$ cat src/rtl/hazard_ctrl_unit_if.sv
// rtl/hazard_ctrl_unit_if.sv - pipeline status / sequencing control bundle for hazard_ctrl_unit
//
// Groups everything the hazard controller exchanges with the pipeline.
//   master : pipeline side, drives stage status, receives freeze/flush controls
//   slave  : hazard_ctrl_unit, observes stage status, drives controls and counters
// Status (master -> slave):
//   id_valid, id_src1, id_src1_used, id_src2, id_two_src,
//   exe_dest, exe_wb_en, exe_mem_read, mem_dest, mem_wb_en,
//   mem_access, mem_ready, branch_taken
// Controls (slave -> master):
//   freeze_if, freeze_id, flush_if, flush_id, freeze_all,
//   mem_timeout, stall_count[CNT_W], flush_count[CNT_W]
interface hazard_ctrl_unit_if #(
    parameter int CNT_W = 16
);
    logic             id_valid;
    logic [3:0]       id_src1;
    logic             id_src1_used;
    logic [3:0]       id_src2;
    logic             id_two_src;
    logic [3:0]       exe_dest;
    logic             exe_wb_en;
    logic             exe_mem_read;
    logic [3:0]       mem_dest;
    logic             mem_wb_en;
    logic             mem_access;
    logic             mem_ready;
    logic             branch_taken;

    logic             freeze_if;
    logic             freeze_id;
    logic             flush_if;
    logic             flush_id;
    logic             freeze_all;
    logic             mem_timeout;
    logic [CNT_W-1:0] stall_count;
    logic [CNT_W-1:0] flush_count;

    modport master (
        output id_valid, id_src1, id_src1_used, id_src2, id_two_src,
               exe_dest, exe_wb_en, exe_mem_read, mem_dest, mem_wb_en,
               mem_access, mem_ready, branch_taken,
        input  freeze_if, freeze_id, flush_if, flush_id, freeze_all,
               mem_timeout, stall_count, flush_count
    );

    modport slave (
        input  id_valid, id_src1, id_src1_used, id_src2, id_two_src,
               exe_dest, exe_wb_en, exe_mem_read, mem_dest, mem_wb_en,
               mem_access, mem_ready, branch_taken,
        output freeze_if, freeze_id, flush_if, flush_id, freeze_all,
               mem_timeout, stall_count, flush_count
    );
endinterface

$ cat src/rtl/hazard_ctrl_unit.sv
// rtl/hazard_ctrl_unit.sv - IF/ID and ID/EX sequencing: RAW bubbles, branch flush, memory-wait freeze with watchdog
//
// Ports:
//   clk : rising-edge clock
//   rst : asynchronous active-low reset
//   hc  : hazard_ctrl_unit_if.slave (stage status in, freeze/flush controls and counters out)
// Parameters:
//   CNT_W        : width of stall_count / flush_count (saturating)
//   MAX_MEM_WAIT : consecutive memory-wait cycles that trip the watchdog (1..255)
// Build option:
//   HAZARD_FORWARDING_EN : when defined, only load-use matches against EX stall;
//                          otherwise any EX or MEM writeback match stalls.
// Control outputs are combinational from state and inputs; state, wait count,
// sticky timeout and counters are registered.
module hazard_ctrl_unit #(
    parameter int CNT_W        = 16,
    parameter int MAX_MEM_WAIT = 15
) (
    input  logic                clk,
    input  logic                rst,
    hazard_ctrl_unit_if.slave   hc
);

    typedef enum logic [1:0] {
        RUN      = 2'd0,
        MEM_WAIT = 2'd1,
        HALT     = 2'd2
    } state_e;

    localparam logic [7:0] MAX_WAIT = 8'(MAX_MEM_WAIT);

    state_e           state_q, state_d;
    logic [7:0]       wait_cnt_q, wait_cnt_d;
    logic             timeout_q, timeout_d;
    logic [CNT_W-1:0] stall_cnt_q, stall_cnt_d;
    logic [CNT_W-1:0] flush_cnt_q, flush_cnt_d;

    logic match_src1;
    logic match_src2;
    logic hazard;

`ifdef HAZARD_FORWARDING_EN
    // Forwarding covers ALU results from EX and everything in MEM; only a load
    // in EX cannot supply its data in time.
    assign match_src1 = hc.exe_wb_en & hc.exe_mem_read & (hc.id_src1 == hc.exe_dest);
    assign match_src2 = hc.exe_wb_en & hc.exe_mem_read & (hc.id_src2 == hc.exe_dest);

    logic unused_mem_stage;
    assign unused_mem_stage = hc.mem_wb_en ^ (^hc.mem_dest);
`else
    assign match_src1 = (hc.exe_wb_en & (hc.id_src1 == hc.exe_dest)) |
                        (hc.mem_wb_en & (hc.id_src1 == hc.mem_dest));
    assign match_src2 = (hc.exe_wb_en & (hc.id_src2 == hc.exe_dest)) |
                        (hc.mem_wb_en & (hc.id_src2 == hc.mem_dest));

    logic unused_load_flag;
    assign unused_load_flag = hc.exe_mem_read;
`endif

    assign hazard = hc.id_valid & ((hc.id_src1_used & match_src1) |
                                   (hc.id_two_src & match_src2));

    logic freeze_if, freeze_id, flush_if, flush_id, freeze_all;
    logic pipe_ctrl;

    always_comb begin
        state_d     = state_q;
        wait_cnt_d  = wait_cnt_q;
        timeout_d   = timeout_q;
        stall_cnt_d = stall_cnt_q;
        flush_cnt_d = flush_cnt_q;
        freeze_if   = 1'b0;
        freeze_id   = 1'b0;
        flush_if    = 1'b0;
        flush_id    = 1'b0;
        freeze_all  = 1'b0;
        // Set when branch/hazard arbitration applies this cycle.
        pipe_ctrl   = 1'b0;

        case (state_q)
            RUN: begin
                if (hc.mem_access & ~hc.mem_ready) begin
                    freeze_if  = 1'b1;
                    freeze_id  = 1'b1;
                    freeze_all = 1'b1;
                    wait_cnt_d = 8'd1;
                    // The entry cycle already counts as one wait cycle.
                    if (MAX_WAIT == 8'd1) begin
                        timeout_d = 1'b1;
                        state_d   = HALT;
                    end else begin
                        state_d   = MEM_WAIT;
                    end
                end else begin
                    pipe_ctrl = 1'b1;
                end
            end
            MEM_WAIT: begin
                if (!hc.mem_ready) begin
                    freeze_if  = 1'b1;
                    freeze_id  = 1'b1;
                    freeze_all = 1'b1;
                    if ((wait_cnt_q + 8'd1) == MAX_WAIT) begin
                        timeout_d = 1'b1;
                        state_d   = HALT;
                    end else begin
                        wait_cnt_d = wait_cnt_q + 8'd1;
                    end
                end else begin
                    // Release cycle: a branch held during the wait is serviced now.
                    pipe_ctrl  = 1'b1;
                    state_d    = RUN;
                    wait_cnt_d = 8'd0;
                end
            end
            default: begin
                freeze_if  = 1'b1;
                freeze_id  = 1'b1;
                freeze_all = 1'b1;
                state_d    = HALT;
            end
        endcase

        if (pipe_ctrl) begin
            if (hc.branch_taken) begin
                // The ID instruction is on the wrong path, so its hazard is moot.
                flush_if = 1'b1;
                flush_id = 1'b1;
            end else if (hazard) begin
                freeze_if = 1'b1;
                freeze_id = 1'b1;
                flush_id  = 1'b1;
            end
        end

        if (state_q != HALT) begin
            if (freeze_id && (stall_cnt_q != '1)) begin
                stall_cnt_d = stall_cnt_q + 1'b1;
            end
            if (flush_if && (flush_cnt_q != '1)) begin
                flush_cnt_d = flush_cnt_q + 1'b1;
            end
        end
    end

    always_ff @(posedge clk or negedge rst) begin
        if (!rst) begin
            state_q     <= RUN;
            wait_cnt_q  <= 8'd0;
            timeout_q   <= 1'b0;
            stall_cnt_q <= '0;
            flush_cnt_q <= '0;
        end else begin
            state_q     <= state_d;
            wait_cnt_q  <= wait_cnt_d;
            timeout_q   <= timeout_d;
            stall_cnt_q <= stall_cnt_d;
            flush_cnt_q <= flush_cnt_d;
        end
    end

    assign hc.freeze_if   = freeze_if;
    assign hc.freeze_id   = freeze_id;
    assign hc.flush_if    = flush_if;
    assign hc.flush_id    = flush_id;
    assign hc.freeze_all  = freeze_all;
    assign hc.mem_timeout = timeout_q;
    assign hc.stall_count = stall_cnt_q;
    assign hc.flush_count = flush_cnt_q;

endmodule

$ cat src/flat_wrapper.sv
// flat-port wrapper written by rule: the top's interface ports become plain ports
module hazard_ctrl_unit_flat 
#(
    parameter int CNT_W        = 16,
    parameter int MAX_MEM_WAIT = 15
)
  (clk, rst, hc_id_valid, hc_id_src1, hc_id_src1_used, hc_id_src2, hc_id_two_src, hc_exe_dest, hc_exe_wb_en, hc_exe_mem_read, hc_mem_dest, hc_mem_wb_en, hc_mem_access, hc_mem_ready, hc_branch_taken, hc_freeze_if, hc_freeze_id, hc_flush_if, hc_flush_id, hc_freeze_all, hc_mem_timeout, hc_stall_count, hc_flush_count);
  hazard_ctrl_unit_if #(.CNT_W(CNT_W)) hc_i ();
  input  logic clk;
  input  logic rst;
  input wire logic [$bits(hc_i.id_valid)-1:0] hc_id_valid;
  input wire logic [$bits(hc_i.id_src1)-1:0] hc_id_src1;
  input wire logic [$bits(hc_i.id_src1_used)-1:0] hc_id_src1_used;
  input wire logic [$bits(hc_i.id_src2)-1:0] hc_id_src2;
  input wire logic [$bits(hc_i.id_two_src)-1:0] hc_id_two_src;
  input wire logic [$bits(hc_i.exe_dest)-1:0] hc_exe_dest;
  input wire logic [$bits(hc_i.exe_wb_en)-1:0] hc_exe_wb_en;
  input wire logic [$bits(hc_i.exe_mem_read)-1:0] hc_exe_mem_read;
  input wire logic [$bits(hc_i.mem_dest)-1:0] hc_mem_dest;
  input wire logic [$bits(hc_i.mem_wb_en)-1:0] hc_mem_wb_en;
  input wire logic [$bits(hc_i.mem_access)-1:0] hc_mem_access;
  input wire logic [$bits(hc_i.mem_ready)-1:0] hc_mem_ready;
  input wire logic [$bits(hc_i.branch_taken)-1:0] hc_branch_taken;
  output wire logic [$bits(hc_i.freeze_if)-1:0] hc_freeze_if;
  output wire logic [$bits(hc_i.freeze_id)-1:0] hc_freeze_id;
  output wire logic [$bits(hc_i.flush_if)-1:0] hc_flush_if;
  output wire logic [$bits(hc_i.flush_id)-1:0] hc_flush_id;
  output wire logic [$bits(hc_i.freeze_all)-1:0] hc_freeze_all;
  output wire logic [$bits(hc_i.mem_timeout)-1:0] hc_mem_timeout;
  output wire logic [$bits(hc_i.stall_count)-1:0] hc_stall_count;
  output wire logic [$bits(hc_i.flush_count)-1:0] hc_flush_count;
  assign hc_i.id_valid = hc_id_valid;
  assign hc_i.id_src1 = hc_id_src1;
  assign hc_i.id_src1_used = hc_id_src1_used;
  assign hc_i.id_src2 = hc_id_src2;
  assign hc_i.id_two_src = hc_id_two_src;
  assign hc_i.exe_dest = hc_exe_dest;
  assign hc_i.exe_wb_en = hc_exe_wb_en;
  assign hc_i.exe_mem_read = hc_exe_mem_read;
  assign hc_i.mem_dest = hc_mem_dest;
  assign hc_i.mem_wb_en = hc_mem_wb_en;
  assign hc_i.mem_access = hc_mem_access;
  assign hc_i.mem_ready = hc_mem_ready;
  assign hc_i.branch_taken = hc_branch_taken;
  assign hc_freeze_if = hc_i.freeze_if;
  assign hc_freeze_id = hc_i.freeze_id;
  assign hc_flush_if = hc_i.flush_if;
  assign hc_flush_id = hc_i.flush_id;
  assign hc_freeze_all = hc_i.freeze_all;
  assign hc_mem_timeout = hc_i.mem_timeout;
  assign hc_stall_count = hc_i.stall_count;
  assign hc_flush_count = hc_i.flush_count;
  hazard_ctrl_unit #(.CNT_W(CNT_W), .MAX_MEM_WAIT(MAX_MEM_WAIT)) u_core (.clk(clk), .rst(rst), .hc(hc_i));
endmodule
$ cat config.mk
export PLATFORM = sky130hd
export DESIGN_NAME = hazard_ctrl_unit_flat
export DESIGN_NICKNAME = d
export VERILOG_FILES = /design/src/rtl/hazard_ctrl_unit_if.sv /design/src/rtl/hazard_ctrl_unit.sv /design/src/flat_wrapper.sv
export SDC_FILE = /design/constraint.sdc
export NUM_CORES = 1
export LEC_CHECK = 0
export CORE_UTILIZATION = 25
export DETAILED_ROUTE_END_ITERATION = 10
export DONT_BUFFER_PORTS = 1
export GPL_TIMING_DRIVEN = 0
export HOLD_SLACK_MARGIN = 0.02
export PLACE_DENSITY = 0.46
export SLEW_MARGIN = 30
export SYNTH_ARGS = -nofsm -noshare
export SYNTH_HDL_FRONTEND = slang
export SYNTH_SLANG_ARGS = --single-unit
export TNS_END_PERCENT = 5
$ cat constraint.sdc
create_clock -name clk -period 2.2 [get_ports clk]
set_clock_uncertainty 0.2 [all_clocks]
set_input_delay 0.44 -clock clk [delete_from_list [all_inputs] [get_ports clk]]
set_output_delay 0.44 -clock clk [all_outputs]
set_load 0.03 [all_outputs]
### Word level (Yosys, flattened, before mapping)

Index checks and enable logic that the tools add are counted.
Widths: inputs -> output; s select.

* output and inout bits: 38
* memory bits (writable): 0
* memories kept: 0
* word-level logic and storage cells: 63
* bits in read-only memories: 0
* bits in latches: 0
* bits of input ports: 27
* register bits after elaboration: 43

* multiplexer cells: 22
* add/sub/neg operators: 3
* equal/unequal tests: 12
* reductions and logical operators: 9
* multipliers: 0
* shifts and indexed selects: 0
* div/mod/pow operators: 0
* magnitude comparators: 0
* bitwise gates (word level): 12

Operators with widths (count)
* $add 16x1->16 const B: 2
* $ne 16x16->1 const B: 2
* $mux 8: 3
* $eq 4x4->1: 4
* $pmux 8 s2: 1
* $mux 1: 12
* $add 8x1->8 const B: 1
* $and 1x1->1: 8
* $eq 8x4->1 const B: 1
* $mux 2: 3
* $reduce_and 2->1: 3
* $reduce_and 3->1: 2
* $pmux 1 s2: 2
* $pmux 2 s2: 1
* $ne 3x2->1 const B: 1
* $ne 3x3->1 const B: 1
* $or 1x1->1: 3
* $eq 2x1->1 const B: 1
* $logic_and 1x1->1: 2
* $logic_not 2->1: 1
* $ne 2x1->1 const B: 1
* $ne 2x2->1 const B: 1
* $reduce_bool 2->1: 1
* $not 1->1: 1

### Depth between registers and ports, before layout

* word-level depth: 11
* mapped depth: 8
* gate-level depth less buffers: 8

### Least setup slack after synthesis

OpenSTA, ideal clock, no wires.

* path type: input to output
* from: input hc_id_src1[1]
* to: output hc_freeze_if
* data required time: 1.560 ns
* path buffers: 2
* cell stages on the path: 6
* arrival: 1.721 ns
* setup slack: -0.161 ns
* cells stage by stage: xor2_1 -> nor4_1 -> o41ai_1 -> o21ai_1 -> buf_4 -> buf_4

* longest elaborated chain between the ends: 9
* elaborated cells on any way between the ends: 11
* those cells by class: eq/ne: 2; mux: 3; bitwise: 6

RTL lines
* start: declaration: RTL line flat_wrapper.sv:12 `input wire logic [$bits(hc_i.id_src1)-1:0] hc_id_src1;`
* $eq 4x4->1, on equally long branches: RTL line hazard_ctrl_unit.sv:51, hazard_ctrl_unit.sv:52
* $and 1x1->1, on equally long branches: RTL line hazard_ctrl_unit.sv:51, hazard_ctrl_unit.sv:52
* $or 1x1->1 *: RTL line hazard_ctrl_unit.sv:51 `assign match_src1 = (hc.exe_wb_en & (hc.id_src1 == hc.exe_dest)) |`
* $and 1x1->1 *: RTL line hazard_ctrl_unit.sv:60 `assign hazard = hc.id_valid & ((hc.id_src1_used & match_src1) |`
* $or 1x1->1 *: RTL line hazard_ctrl_unit.sv:60
* $and 1x1->1 *: RTL line hazard_ctrl_unit.sv:60
* $mux 1 * (3 in series)
* end: declaration: RTL line flat_wrapper.sv:24 `output wire logic [$bits(hc_i.freeze_if)-1:0] hc_freeze_if;`

Every way passes the cells marked *; elsewhere a longest branch is shown, timed or not.

### Final worst setup path

* from: input hc_mem_dest[2]
* to: output hc_freeze_if

* longest elaborated chain between the ends: 9
* elaborated cells on any way between the ends: 13
* those cells by class: eq/ne: 2; mux: 3; bitwise: 8

RTL lines
* start: declaration: RTL line flat_wrapper.sv:19 `input wire logic [$bits(hc_i.mem_dest)-1:0] hc_mem_dest;`
* $eq 4x4->1, on equally long branches: RTL line hazard_ctrl_unit.sv:52, hazard_ctrl_unit.sv:54
* $and 1x1->1, on equally long branches: RTL line hazard_ctrl_unit.sv:52, hazard_ctrl_unit.sv:54
* $or 1x1->1, on equally long branches: RTL line hazard_ctrl_unit.sv:51, hazard_ctrl_unit.sv:53
* $and 1x1->1, on equally long branches: RTL line hazard_ctrl_unit.sv:60, hazard_ctrl_unit.sv:61
* $or 1x1->1 *: RTL line hazard_ctrl_unit.sv:60
* $and 1x1->1 *: RTL line hazard_ctrl_unit.sv:60
* $mux 1 * (3 in series)

Marks and branches as above.

==> results.sh <==
export IMPL_synthXorXnorAreaFrac_pct=18.4
export IMPL_synthFlopType="sky130_fd_sc_hd__dfrtp_1"
export IMPL_final_cell_count_no_fill=387
export IMPL_core_area_mm2=0.00924
export IMPL_cts_root_buffer_cell="sky130_fd_sc_hd__clkbuf_8"
export IMPL_first_global_vias=1900
export IMPL_synth_top_cell_area_share_pct=45.2
export IMPL_initialDrtViolationCount=76
export IMPL_io_buffer_count=0
export IMPL_critical_path_arrival_ns=1.65
export IMPL_grt_setup_unrepaired="true"
export IMPL_setup_total_negative_slack_ns=-0.621
export IMPL_postSynthCellCount=233
export IMPL_clock_latency_ns=0.29
export IMPL_max_cap_violations=0
export IMPL_count_of_flip_flops_with_a_built_in_enable_after_synthesis=0
export IMPL_io_pins=65
export IMPL_route_detailed_vias_per_inst=4.70
export IMPL_whs_ns=0.155
export IMPL_grt_max_degree=44
export IMPL_synth_ff_latch_count=43
export IMPL_final_core_utilization_pct=33.9
export IMPL_fmax_ghz=0.437
export IMPL_standard_cell_rows=35
export IMPL_synth_adder_area_share_pct=2.10
export IMPL_critical_path_startpoint_type="input pin"
export IMPL_clock_sinks=43
export IMPL_final_net_count=288
export IMPL_floorplan_die_area_mm2=0.00991
export IMPL_final_setup_worst_slack_ns=-0.0879
export IMPL_final_min_clock_period_ns=2.29
export IMPL_fin_area_mm2=0.00313
export IMPL_p_int_mw=1.06
export IMPL_overflow=0
export IMPL_switching_share_pct=24.5
export IMPL_synth_area_leaders="sky130_fd_sc_hd__dfrtp_1 (45%), sky130_fd_sc_hd__xnor2_1 (12%), sky130_fd_sc_hd__xor2_1 (6.6%), sky130_fd_sc_hd__nand3_1 (4.4%), sky130_fd_sc_hd__nand4_1 (2.9%)"
export IMPL_worstHoldPathType="in2reg"
export IMPL_cellPowerDensity_mw_per_mm2=450
export IMPL_route_detailed_wl_per_inst_um=15.5
export IMPL_seqPwrFrac_pct=57.3
export IMPL_preCtsSetupSlack_ns=-0.776
export IMPL_timing_worst_setup_path_type="in2out"
export IMPL_post_route_fraction_of_the_period_consumed_by_the_critical_path_pct=104
export IMPL_worst_slew_margin_rel_pct=64.3
export IMPL_cts_tree="built"
export IMPL_synth_most_common_cell="sky130_fd_sc_hd__dfrtp_1"
export IMPL_timing_worst_slew_pin_value_ns=0.536
export IMPL_timing_hold_violations_final=0
export IMPL_post_place_cells=362
export IMPL_total_number_of_h_tree_levels=2
export IMPL_initial_core_util_pct=25.8
export IMPL_die_height_um=99.6
export IMPL_switchingPower_mw=0.345
export IMPL_layout_area_overhead_vs_synth_pct=31.4
export IMPL_synth_warning_count=0
export IMPL_critPathCaptureType="primary output"
export IMPL_cts_reportedPaths_clkPinSlew_ns=0.08
export IMPL_yosysTopAreaCell="sky130_fd_sc_hd__dfrtp_1"
export IMPL_remaining_drc_errors=0
export IMPL_fp_dieW_um=99.6
export IMPL_synth_mux_area_share_pct=1.52
export IMPL_violations="negative setup slack"
export IMPL_post_route_cells_drive_above_1_share_pct=32.9
export IMPL_peakVddDrop_mv=0.217
export IMPL_synth_compound_area_share_pct=7.99
export IMPL_syn_area_per_cell_um2=10.2
export IMPL_slew_viol_final=0
export IMPL_synthArstFlopShare_pct=100
export IMPL_standby_leakage_power_nw=1.27
export IMPL_synthesis_area_mm2=0.00238
export IMPL_final_setup_viol_count=16
export IMPL_clock_network_power_share_pct=35.7
export IMPL_grt_util_all_layers_pct=12.7
export IMPL_timing_critical_path_required_ns=1.56
export IMPL_dp_hpwl_um=3940
export IMPL_simple_logic_cell_fraction_of_the_synthesized_area_pct=21.9
export IMPL_p_total_mw=1.41
export IMPL_grt_pass1_wl_um=9800
export IMPL_gp_congestion=0.702
export IMPL_worst_path_max_fanout=6
export IMPL_first_pass_iters=4
export IMPL_maximum_count_of_clock_buffers_along_a_single_path=2
export IMPL_vias=1819
export IMPL_yosysSeqAreaShare_pct=45.2
export IMPL_synth_top_family_by_area="simple AND/OR/NAND/NOR gates"
export IMPL_power_frac_comb_pct=7.0
export IMPL_synth_commonest_cells="sky130_fd_sc_hd__dfrtp_1 (43), sky130_fd_sc_hd__xnor2_1 (32), sky130_fd_sc_hd__nand3_1 (21), sky130_fd_sc_hd__nor2_1 (18), sky130_fd_sc_hd__xor2_1 (18)"
export IMPL_post_dp_cell_area_mm2=0.00255
export IMPL_antenna_diode_count=0
export IMPL_run_status="finished with violations"
export IMPL_antenna_found_initial=0
export IMPL_finalWirelength_um=5990
export IMPL_synthDistinctLibCells=42
export IMPL_numCtsBuffers=5
export IMPL_route_antenna_remaining_nets=0
export IMPL_syn_num_nets=264
metal layers:
metal | vias to the layer above | part of all wire [%] | global-route usage (%)
li1 | 868 | - | -
met1 | 903 | 44 | 16.6
met5 | - | 0 | 0
met3 | 4 | 3.8 | 2.46
met4 | 0 | 0.94 | 3.39
met2 | 44 | 51 | 21.6
path summary, 6_finish.rpt:
| path | to | startpoint | cells after the start | slack (ns) |
|---|---|---|---|---|
| max in group asynchronous | u_core.hc.flush_count[0]$_DFFE_PN0P_ | rst | 2 | 1.09 |
| setup / recovery | hc_freeze_if | hc_mem_dest[2] | 7 | -0.09 |
| min in group asynchronous | u_core.wait_cnt_q[2]$_DFFE_PN0P_ | rst | 2 | 0.47 |
| setup reg to reg | u_core.hc.stall_count[8]$_DFFE_PN0P_ | u_core.hc.stall_count[9]$_DFFE_PN0P_ | 8 | -0.06 |
| hold reg to reg | u_core.state_q[0]$_DFFE_PN0P_ | u_core.state_q[1]$_DFFE_PN0P_ | 1 | 0.25 |
| hold / removal | u_core.wait_cnt_q[2]$_DFFE_PN0P_ | hc_mem_ready | 3 | 0.15 |
sequential cells by signal (all words and copies together) (netlist names):
register               cells
u_core.hc.mem_timeout      1
u_core.hc.stall_count     16
u_core.state_q             2
u_core.wait_cnt_q          8
u_core.hc.flush_count     16
power groups by stage:
stage / Clock, mW / Combinational, mW / Sequential, mW
global placement: 0 / 0.0456 / 0.821
CTS: 0.528 / 0.0988 / 0.806
floorplan: 0 / 0.0388 / 0.819
finish: 0.502 / 0.0993 / 0.806
global route: 0.555 / 0.110 / 0.808
detailed placement: 0 / 0.0466 / 0.821
cell families after synthesis:
group / Yosys count
adder cells (fa/ha/maj): 4
AO/OA/AOI/OAI: 24
buffers and inverters: 13
XOR/XNOR: 50
flip-flops: 43
AND/OR/NAND/NOR: 96
multiplexers: 3
area by class of cell:
class | count | area, µm²
fill | 978 | 6110
multi-input combinational | 177 | 1510
sequential | 43 | 1090
timing repair buffer | 18 | 193
tap | 129 | 161
clock buffer | 7 | 76.3
buffer | 5 | 57.6
inverter | 7 | 30.0
clock inverter | 1 | 5.00
placed cells by master (no fill, tap or decap), types with 2 or more instances in the layout:
master	netlist	layout
sky130_fd_sc_hd__a21oi_1	3	2
sky130_fd_sc_hd__and2_4	0	2
sky130_fd_sc_hd__and3_1	9	6
sky130_fd_sc_hd__and3_4	1	4
sky130_fd_sc_hd__buf_4	3	13
sky130_fd_sc_hd__buf_6	1	3
sky130_fd_sc_hd__clkbuf_1	1	3
sky130_fd_sc_hd__clkbuf_8	0	5
sky130_fd_sc_hd__dfrtp_1	43	28
sky130_fd_sc_hd__dfrtp_2	0	15
sky130_fd_sc_hd__dlygate4sd3_1	0	2
sky130_fd_sc_hd__ha_1	4	3
sky130_fd_sc_hd__inv_1	7	5
sky130_fd_sc_hd__nand2_1	15	14
sky130_fd_sc_hd__nand3_1	21	13
sky130_fd_sc_hd__nand3_2	0	8
sky130_fd_sc_hd__nand4_1	11	11
sky130_fd_sc_hd__nand4_4	0	2
sky130_fd_sc_hd__nor2_1	18	15
sky130_fd_sc_hd__nor2_2	0	2
sky130_fd_sc_hd__nor2b_1	2	2
sky130_fd_sc_hd__nor3_1	2	2
sky130_fd_sc_hd__nor4_2	0	2
sky130_fd_sc_hd__nor4_4	0	2
sky130_fd_sc_hd__o21ai_0	7	6
sky130_fd_sc_hd__o21bai_1	3	3
sky130_fd_sc_hd__o31ai_1	2	2
sky130_fd_sc_hd__xnor2_1	32	30
sky130_fd_sc_hd__xor2_1	18	15
sky130_fd_sc_hd__xor2_2	0	2
timing repair:
| item | 4_1_cts | 5_1_grt |
|---|---|---|
| hold buffers | 3 | 0 |
| pin swaps | 31 | 15 |
| setup buffers | 12 | 2 |
| endpoints found under the hold margin | 44 | 0 |
| cloned | 2 | 0 |
| setup endpoints to repair | 38 | 39 |
| gates resized for setup | 56 | 14 |
worst max-delay path, stage by stage:
cell and delay, ns:
sky130_fd_sc_hd__xnor2_1 0.18, sky130_fd_sc_hd__nand3_1 0.17, sky130_fd_sc_hd__nor4_4 0.23, sky130_fd_sc_hd__o41ai_4 0.14, sky130_fd_sc_hd__o21ai_4 0.20, sky130_fd_sc_hd__buf_12 0.17
sky130_fd_sc_hd__buf_8 0.12
No activity file was read; power rests on OpenSTA's default activity.
